===== src/rtl/jstk_pkg.sv =====
// Shared constants, FSM state type and frame packing for the PmodJSTK SPI responder.
package jstk_pkg;

  localparam int         FRAME_BITS = 40;
  localparam logic [5:0] LED_HDR    = 6'b100000;

  typedef enum logic [1:0] {
    WAIT_IDLE,
    IDLE,
    ACTIVE
  } jstk_state_e;

  // Byte 0 lands in the top bits so the frame can be shifted out MSB first.
  function automatic logic [FRAME_BITS-1:0] pack_frame(
    input logic [9:0] x,
    input logic [9:0] y,
    input logic [2:0] btn
  );
    return {x[7:0], 6'b0, x[9:8], y[7:0], 6'b0, y[9:8], 5'b0, btn};
  endfunction

endpackage


===== src/rtl/spi_in_sync.sv =====
// Multi-flop synchronizer for one asynchronous SPI line, with registered rise/fall strobes.
module spi_in_sync #(
  parameter int STAGES = 2
) (
  input  logic clk,
  input  logic rst,
  input  logic d,
  output logic q,
  output logic rise,
  output logic fall
);

  logic [STAGES-1:0] chain;
  logic              q_d;

  always_ff @(posedge clk or negedge rst) begin
    if (!rst) begin
      chain <= '0;
      q_d   <= 1'b0;
      rise  <= 1'b0;
      fall  <= 1'b0;
    end else begin
      chain <= {chain[STAGES-2:0], d};
      q_d   <= chain[STAGES-1];
      rise  <= chain[STAGES-1] & ~q_d;
      fall  <= ~chain[STAGES-1] & q_d;
    end
  end

  assign q = chain[STAGES-1];

endmodule


===== src/rtl/jstk_spi_responder.sv =====
// SPI mode-0 slave emulating the PmodJSTK: returns a 5-byte position/button frame
// and captures the LED command carried in the first byte the master sends.
module jstk_spi_responder
  import jstk_pkg::*;
#(
  parameter int SYNC_STAGES = 2
) (
  input  logic        clk,
  input  logic        rst,
  input  logic        jstk_SS,
  input  logic        jstk_SCLK,
  input  logic        jstk_MOSI,
  output logic        jstk_MISO,
  input  logic [9:0]  x_pos,
  input  logic [9:0]  y_pos,
  input  logic [2:0]  buttons,
  output logic [1:0]  led_cmd,
  output logic        frame_done,
  output logic        frame_error,
  output jstk_state_e dbg_state
);

  logic ss_s, ss_rise, ss_fall;
  logic sclk_level_unused, sclk_rise, sclk_fall;
  logic [SYNC_STAGES-1:0] mosi_sync;
  logic mosi_s;

  spi_in_sync #(.STAGES(SYNC_STAGES)) u_ss_sync (
    .clk  (clk),
    .rst  (rst),
    .d    (jstk_SS),
    .q    (ss_s),
    .rise (ss_rise),
    .fall (ss_fall)
  );

  spi_in_sync #(.STAGES(SYNC_STAGES)) u_sclk_sync (
    .clk  (clk),
    .rst  (rst),
    .d    (jstk_SCLK),
    .q    (sclk_level_unused),
    .rise (sclk_rise),
    .fall (sclk_fall)
  );

  // MOSI is only sampled on SCLK rise, long after it settled, so no edge logic.
  always_ff @(posedge clk or negedge rst) begin
    if (!rst) mosi_sync <= '0;
    else      mosi_sync <= {mosi_sync[SYNC_STAGES-2:0], jstk_MOSI};
  end
  assign mosi_s = mosi_sync[SYNC_STAGES-1];

  jstk_state_e state, state_next;
  logic        load, shift_rx, shift_tx, end_frame;

  always_ff @(posedge clk or negedge rst) begin
    if (!rst) state <= WAIT_IDLE;
    else      state <= state_next;
  end

  // An SS rise in ACTIVE suppresses any SCLK edge seen in the same cycle.
  always_comb begin
    state_next = state;
    load       = 1'b0;
    shift_rx   = 1'b0;
    shift_tx   = 1'b0;
    end_frame  = 1'b0;
    case (state)
      WAIT_IDLE: if (ss_s) state_next = IDLE;
      IDLE: begin
        if (ss_fall) begin
          load       = 1'b1;
          state_next = ACTIVE;
        end
      end
      ACTIVE: begin
        if (ss_rise) begin
          end_frame  = 1'b1;
          state_next = IDLE;
        end else begin
          shift_rx = sclk_rise;
          shift_tx = sclk_fall;
        end
      end
      default: state_next = WAIT_IDLE;
    endcase
  end

  assign dbg_state = state;

  logic [FRAME_BITS-1:0] snap;
  logic [FRAME_BITS-1:0] tx_sr;
  logic [7:0]            rx_sr;
  logic [7:0]            rx_b0;
  logic [5:0]            bit_cnt;
  logic                  len_ok;

  assign snap   = pack_frame(x_pos, y_pos, buttons);
  assign len_ok = (bit_cnt == 6'(FRAME_BITS));

  always_ff @(posedge clk or negedge rst) begin
    if (!rst) begin
      tx_sr       <= '0;
      rx_sr       <= '0;
      rx_b0       <= '0;
      bit_cnt     <= '0;
      jstk_MISO   <= 1'b0;
      led_cmd     <= 2'b00;
      frame_done  <= 1'b0;
      frame_error <= 1'b0;
    end else begin
      frame_done  <= end_frame & len_ok;
      frame_error <= end_frame & ~len_ok;
      if (load) begin
        tx_sr     <= snap;
        rx_sr     <= '0;
        rx_b0     <= '0;
        bit_cnt   <= '0;
        jstk_MISO <= snap[FRAME_BITS-1];
      end
      if (shift_rx) begin
        rx_sr <= {rx_sr[6:0], mosi_s};
        if (bit_cnt != 6'd63) bit_cnt <= bit_cnt + 6'd1;
      end
      // Holds the first received byte once eight bits are in; rx_sr is stable meanwhile.
      if (!load && bit_cnt == 6'd8) rx_b0 <= rx_sr;
      if (shift_tx) begin
        tx_sr     <= tx_sr << 1;
        jstk_MISO <= tx_sr[FRAME_BITS-2];
      end
      if (end_frame) begin
        jstk_MISO <= 1'b0;
        if (len_ok && rx_b0[7:2] == LED_HDR) led_cmd <= rx_b0[1:0];
      end
    end
  end

endmodule


===== config.mk =====
export PLATFORM = sky130hd
export DESIGN_NAME = jstk_spi_responder
export DESIGN_NICKNAME = d
export VERILOG_FILES = /design/src/rtl/jstk_pkg.sv /design/src/rtl/spi_in_sync.sv /design/src/rtl/jstk_spi_responder.sv
export SDC_FILE = /design/constraint.sdc
export NUM_CORES = 1
export LEC_CHECK = 0
export CELL_PAD_IN_SITES_DETAIL_PLACEMENT = 0
export CELL_PAD_IN_SITES_GLOBAL_PLACEMENT = 1
export CORE_MARGIN = 2
export CORE_UTILIZATION = 45
export DETAILED_ROUTE_END_ITERATION = 16
export PLACE_DENSITY_LB_ADDON = 0.1
export SYNTH_ARGS = -nofsm -noshare
export SYNTH_HDL_FRONTEND = slang
export SYNTH_SLANG_ARGS = --single-unit

===== constraint.sdc =====
create_clock -name clk -period 2 [get_ports clk]
set_input_delay 0.6 -clock clk [delete_from_list [all_inputs] [get_ports clk]]
set_output_delay 0.6 -clock clk [all_outputs]
set_load 0.02 [all_outputs]

Yosys cells after proc, flatten, opt, wreduce, memory -nomap -nowiden
Cells that the tools add are included.
{"block": "totals", "word_cells": 72, "out_inout_bits": 7, "ff_bits": 80}
{"block": "op_classes", "reduce_logical": 10, "mux": 23, "bitwise": 11, "eq_ne": 9, "add_sub_neg": 1}
{"op": "two-way mux 39 bit", "n": 2}
{"op": "two-way mux 8 bit", "n": 3}
{"op": "two-way mux 6 bit", "n": 3}
{"op": "equality test 6 bit, second input constant", "n": 2}
{"op": "two-way mux 1 bit", "n": 11}
{"op": "adder 6 x 1 -> 6 bit, second input constant", "n": 1}
{"op": "bitwise AND 1 bit", "n": 6}
{"op": "equality test 6 x 4 -> 1 bit, second input constant", "n": 1}
{"op": "two-way mux 2 bit", "n": 3}
{"op": "inequality test 2 x 1 -> 1 bit, second input constant", "n": 3}
{"op": "inequality test 6 bit, second input constant", "n": 1}
{"op": "case mux 2 bit (3 select lines)", "n": 1}
{"op": "nonzero test 2 bit", "n": 3}
{"op": "inverter 1 bit", "n": 5}
{"op": "AND reduction 3 bit", "n": 1}
{"op": "nonzero test 3 bit", "n": 1}
{"op": "equality test 2 x 1 -> 1 bit, second input constant", "n": 1}
{"op": "equality test 2 bit, second input constant", "n": 1}
{"op": "logical AND 1 bit", "n": 2}
{"op": "zero test 2 bit", "n": 1}
{"op": "AND reduction 2 bit", "n": 1}
{"op": "zero test 1 bit", "n": 1}

Logic depth before layout (Yosys ltp)
Gate-level depths: netlist (run 1).
{"block": "depth", "depth_word": 5, "mapped_depth": 7, "mapped_depth_nobuf": 6}

Cells and area by module
From an unflattened synthesis (run 1), not the netlist that was laid out.
{"block": "hier_totals", "cells_unflattened": 260, "hier_area_um2": 3186.8}
{"mod": "jstk_spi_responder", "area_each_um2": 2906.5, "seq_area_each_um2": 1751.7, "instances": 1, "cells_each": 246}
{"mod": "spi_in_sync", "area_each_um2": 140.1, "seq_area_each_um2": 125.1, "instances": 2, "cells_each": 7}

Worst setup path before layout (run 1)
Ideal clock, no wire load.
{"block": "synth_timing", "path_kind": "reg-to-reg", "startpoint": "register bit_cnt[0]", "endpoint": "register led_cmd[0]", "n_path_buf": 0, "setup_ns": 0.125, "arrival_time_ns": 1.497, "path_slack_ns": 0.378, "path_stages_with_launch": 7, "path_cell_list": "dfrtp_1 inv_1 ha_1 and4bb_2 and3_4 and4b_4 mux2_4"}
{"block": "synth_via", "elab_chain_cells": 3}
{"element": "from (decl)", "line": "jstk_spi_responder.sv:95", "text": "logic [5:0] bit_cnt;"}
{"element": "from (signal assigned)", "line": "jstk_spi_responder.sv:123", "text": "if (bit_cnt != 6'd63) bit_cnt <= bit_cnt + 6'd1;"}
{"element": "equality test 6 bit", "line": "jstk_spi_responder.sv:99", "text": "assign len_ok = (bit_cnt == 6'(FRAME_BITS));"}
{"element": "logical AND 1 bit", "line": "jstk_spi_responder.sv:133", "text": "if (len_ok && rx_b0[7:2] == LED_HDR) led_cmd <= rx_b0[1:0];"}
{"element": "AND reduction 2 bit (no line)"}
{"element": "to (signal assigned)", "line": "jstk_spi_responder.sv:133"}
{"element": "to (decl)", "line": "jstk_spi_responder.sv:17", "text": "output logic [1:0] led_cmd,"}
Every way passes these cells.
A chain may end at the register's enable or synchronous reset.

Worst setup path in the final report (run 1)
{"block": "layout_timing", "startpoint": "register jstk_MISO", "endpoint": "output port jstk_MISO"}
{"element": "from (decl)", "line": "jstk_spi_responder.sv:13", "text": "output logic jstk_MISO,"}
{"element": "from (signal assigned)", "line": "jstk_spi_responder.sv:119", "text": "jstk_MISO <= snap[FRAME_BITS-1];"}
{"element": "from (signal assigned)", "line": "jstk_spi_responder.sv:129", "text": "jstk_MISO <= tx_sr[FRAME_BITS-2];"}
No word-level cell between the ends.

==> results.yml, run 1 <==
routing:
  first_iter_violations: 106
  avgViaCountPerCell: 5.07
  first_pass_iters: 4
  wl_per_cell_um: 14.3
  drc: 0
  drt.antenna.violating_nets: 0
  vias: 2022
  wirelength_um: 5730
clock_network:
  cts.path.max_buffers: 2
  clock_latency_ns: 0.34
  numCtsBuffers: 9
  clkTransAtPathRegs_ns: 0.08
  cts_root_buffer: "clkbuf_8"
  clkSinkCount: 80
  cts_tree: "built"
  holdBufCountCts: 0
  ctsHtreeMaxLevel: 3
floorplan:
  die_w_um: 87.8
  core_um2: 6790
  io_pins: 35
  num_rows: 30
  die-area_um2: 7710
  start_util: 0.465
  die-height_um: 87.8
logic_synthesis:
  synthCells: 260
  syn_area_per_cell_um2: 12.2
  synth_area_um2: 3160
  yosysWarnings: 0
  synth_nets: 290
  yosys.cell_types.count: 36
  seq_area_frac_synth: 0.634
  synth-async-reset-ratio: 1.00
  synth_edf_count: 0
  yosys_most_used_dff: "dfrtp_1"
  synth_seq_cells: 80
setup_path:
  reg2reg_depth: 6
  critical-path-max-stage-delay_ns: 0.61
  path_class: "flop to output pin"
  crit_buf_inv: 1
  crit_family: "buffers and inverters"
  cp_cell_sequence: "clkdlybuf4s50_1"
  cp.required_ns: 1.40
  rrSetupSlack_ns: 0.28
  critPathMaxFanout: 2
  critical_path_arrival_ns: 1.32
  r2r-start: "bit_cnt[0]$_DFF_PN0_"
  r2r_end: "led_cmd[1]$_DFFE_PN0P_"
  worst_setup_path_end_kind: "output pin"
  slowest_stage: "clkdlybuf4s50_1"
  startpoint_type: "flop"
sta:
  finalSetupViolations: 0
  setup_ws_ns: 0.0805
  fin_tns_setup_ns: 0
  fmax_mhz: 521
  worst_pin_slew_ns: 0.536
  skew_ns: 0.00915
  hold_viol: 0
  rsz0062_at_grt: "no"
  relSlewSlack: 0.639
  fin_crit_sh: 0.960
  fin_crit_ns: 1.92
  holdWs_ns: 0.0755
  slew_violations: 0
global_route:
  grt_max_degree: 48
  grt_pass1_vias: 1949
  grt.total_usage: 0.166
  grt_overflow_total: 0
  grt_pass1_wl_um: 9690
  antenna_found_initial: 0
power:
  peakVddDrop_mv: 0.497
  seq_power_share: 0.515
  power.share.clock: 0.318
  power_density_nw_per_um2: 1070
  p_sw_mw: 1.13
  sw_frac_of_total: 0.276
  leakage_nw: 1.79
  p_comb_frac: 0.166
  p_int_mw: 2.95
finish:
  antenna-diode-count: 0
  stdcell_count: 399
  fin_area_um2: 3810
  synthToLayoutAreaGrowth_pct: 20.8
  fin_nets: 328
  drive_above_1_share: 0.109
outcome:
  status: "finished, final reports clean"
placement:
  pre_cts_slack_ns: 0.284
  placed_area_um2: 3600
  dp_hpwl_um: 3560
  portBuffers: 34
  place.gp.congestion: 0.746
  placed_cells: 383
worst_hold_path:
  hold_path.class: "input pin to asynchronous set/reset pin"
flow_run:
  cap_violations: 0
layout make-up:
| type | instances | area [µm²] |
|---|---|---|
| Multi-Input combinational cell | 160 | 1040 |
| Inverter | 5 | 18.8 |
| Clock buffer | 11 | 141 |
| Clock inverter | 5 | 80.1 |
| Tap cell | 96 | 120 |
| Fill cell | 587 | 2980 |
| Sequential cell | 80 | 2000 |
| Timing Repair Buffer | 42 | 408 |
how the worst max path moves through the flow:
stage	startpoint	to	cells after the start
final	jstk_MISO$_DFFE_PN0P_	jstk_MISO	1
after floorplan	bit_cnt[0]$_DFF_PN0_	led_cmd[0]$_DFFE_PN0P_	6
after global routing	jstk_MISO$_DFFE_PN0P_	jstk_MISO	1
after detailed placement	bit_cnt[0]$_DFF_PN0_	led_cmd[0]$_DFFE_PN0P_	6
after CTS	jstk_MISO$_DFFE_PN0P_	jstk_MISO	1
after global placement	bit_cnt[0]$_DFF_PN0_	led_cmd[0]$_DFFE_PN0P_	6
metrics by stage:
stage,total power [mW],utilization
floorplan,2.57,-
global placement,2.81,0.529
detailed placement,2.83,0.529
CTS,4.15,0.562
global route,4.34,0.562
finish,4.08,0.562
per-layer routing:
metal / global-route usage / share of wire / up-vias
li1: - / - / 986
met1: 0.245 / 0.52 / 991
met2: 0.227 / 0.43 / 39
met3: 0.0613 / 0.043 / 6
met4: 0.0587 / 0.0089 / 0
met5: 0 / 0 / -
synthesized netlist by cell type, types with 3 or more instances:
master	n	area share
a21oi_1	4	0.0063
a22o_1	25	0.069
a22oi_1	21	0.050
buf_2	6	0.0095
buf_6	3	0.011
clkbuf_1	3	0.0036
dfrtp_1	80	0.63
inv_1	5	0.0059
mux2i_1	11	0.035
nand2_1	49	0.058
nand3_1	3	0.0048
nor2_1	12	0.014
nor2b_1	4	0.0079
o21ai_0	5	0.0079
kinds of logic after synthesis:
logic type / count (synthesis) / synth area share
adders and majority gates: 2 / 0.00792
buffers and inverters: 20 / 0.0356
muxes: 13 / 0.0444
AOI/OAI and AO/OA: 59 / 0.145
xor gates and xnor gates: 1 / 0.00277
and+or+nand+nor: 85 / 0.131
DFF: 80 / 0.634
state kept, by name (all words and copies together), names as in the netlist, 2 cells and up:
register and cells:
bit_cnt 6, dbg_state 2, led_cmd 2, mosi_sync 2
rx_b0 8, rx_sr 8, tx_sr 39, u_sclk_sync.chain 2
u_ss_sync.chain 2
cell usage in the layout (no fill, tap or decap), drive strengths merged, types with 2 or more instances in the layout:
cell type,count
a21oi,4
a22o,25
a22oi,21
and3,2
and3b,2
and4bb,3
buf,9
bufinv,2
clkbuf,11
clkdlybuf4s50,31
clkinvlp,2
dfrtp,80
dlygate4sd2,2
ha,2
inv,5
mux2,2
mux2i,11
nand2,49
nand2b,2
nand3,3
nor2,14
nor2b,4
o21ai,5
power groups by stage:
stage | Clock [mW] | Combinational [mW] | Sequential (mW)
6_report | 1.30 | 0.678 | 2.10
3_3_place_gp | 0 | 0.690 | 2.12
2_1_floorplan | 0 | 0.450 | 2.12
5_1_grt | 1.42 | 0.778 | 2.14
4_1_cts | 1.35 | 0.692 | 2.10
3_5_place_dp | 0 | 0.696 | 2.13
timing repair:
item | 4_1_cts | 5_1_grt
buffers inserted | 0 | 0
resized for setup | 2 | 0
setup endpoints to repair | 2 | 0
(Power assumes the default switching activity.)
==> run 2, diff against run 1 <==
Settings changed: SLEW_MARGIN from default to 30.
==> results of run 2 <==
No change in the layout: final DEF, timing and power equal those of run 1.
==> run 3, diff against run 2 <==
Settings changed: GPL_ROUTABILITY_DRIVEN from default to 0.
==> results of run 3 <==
No change in the layout: final DEF, timing and power equal those of run 1.
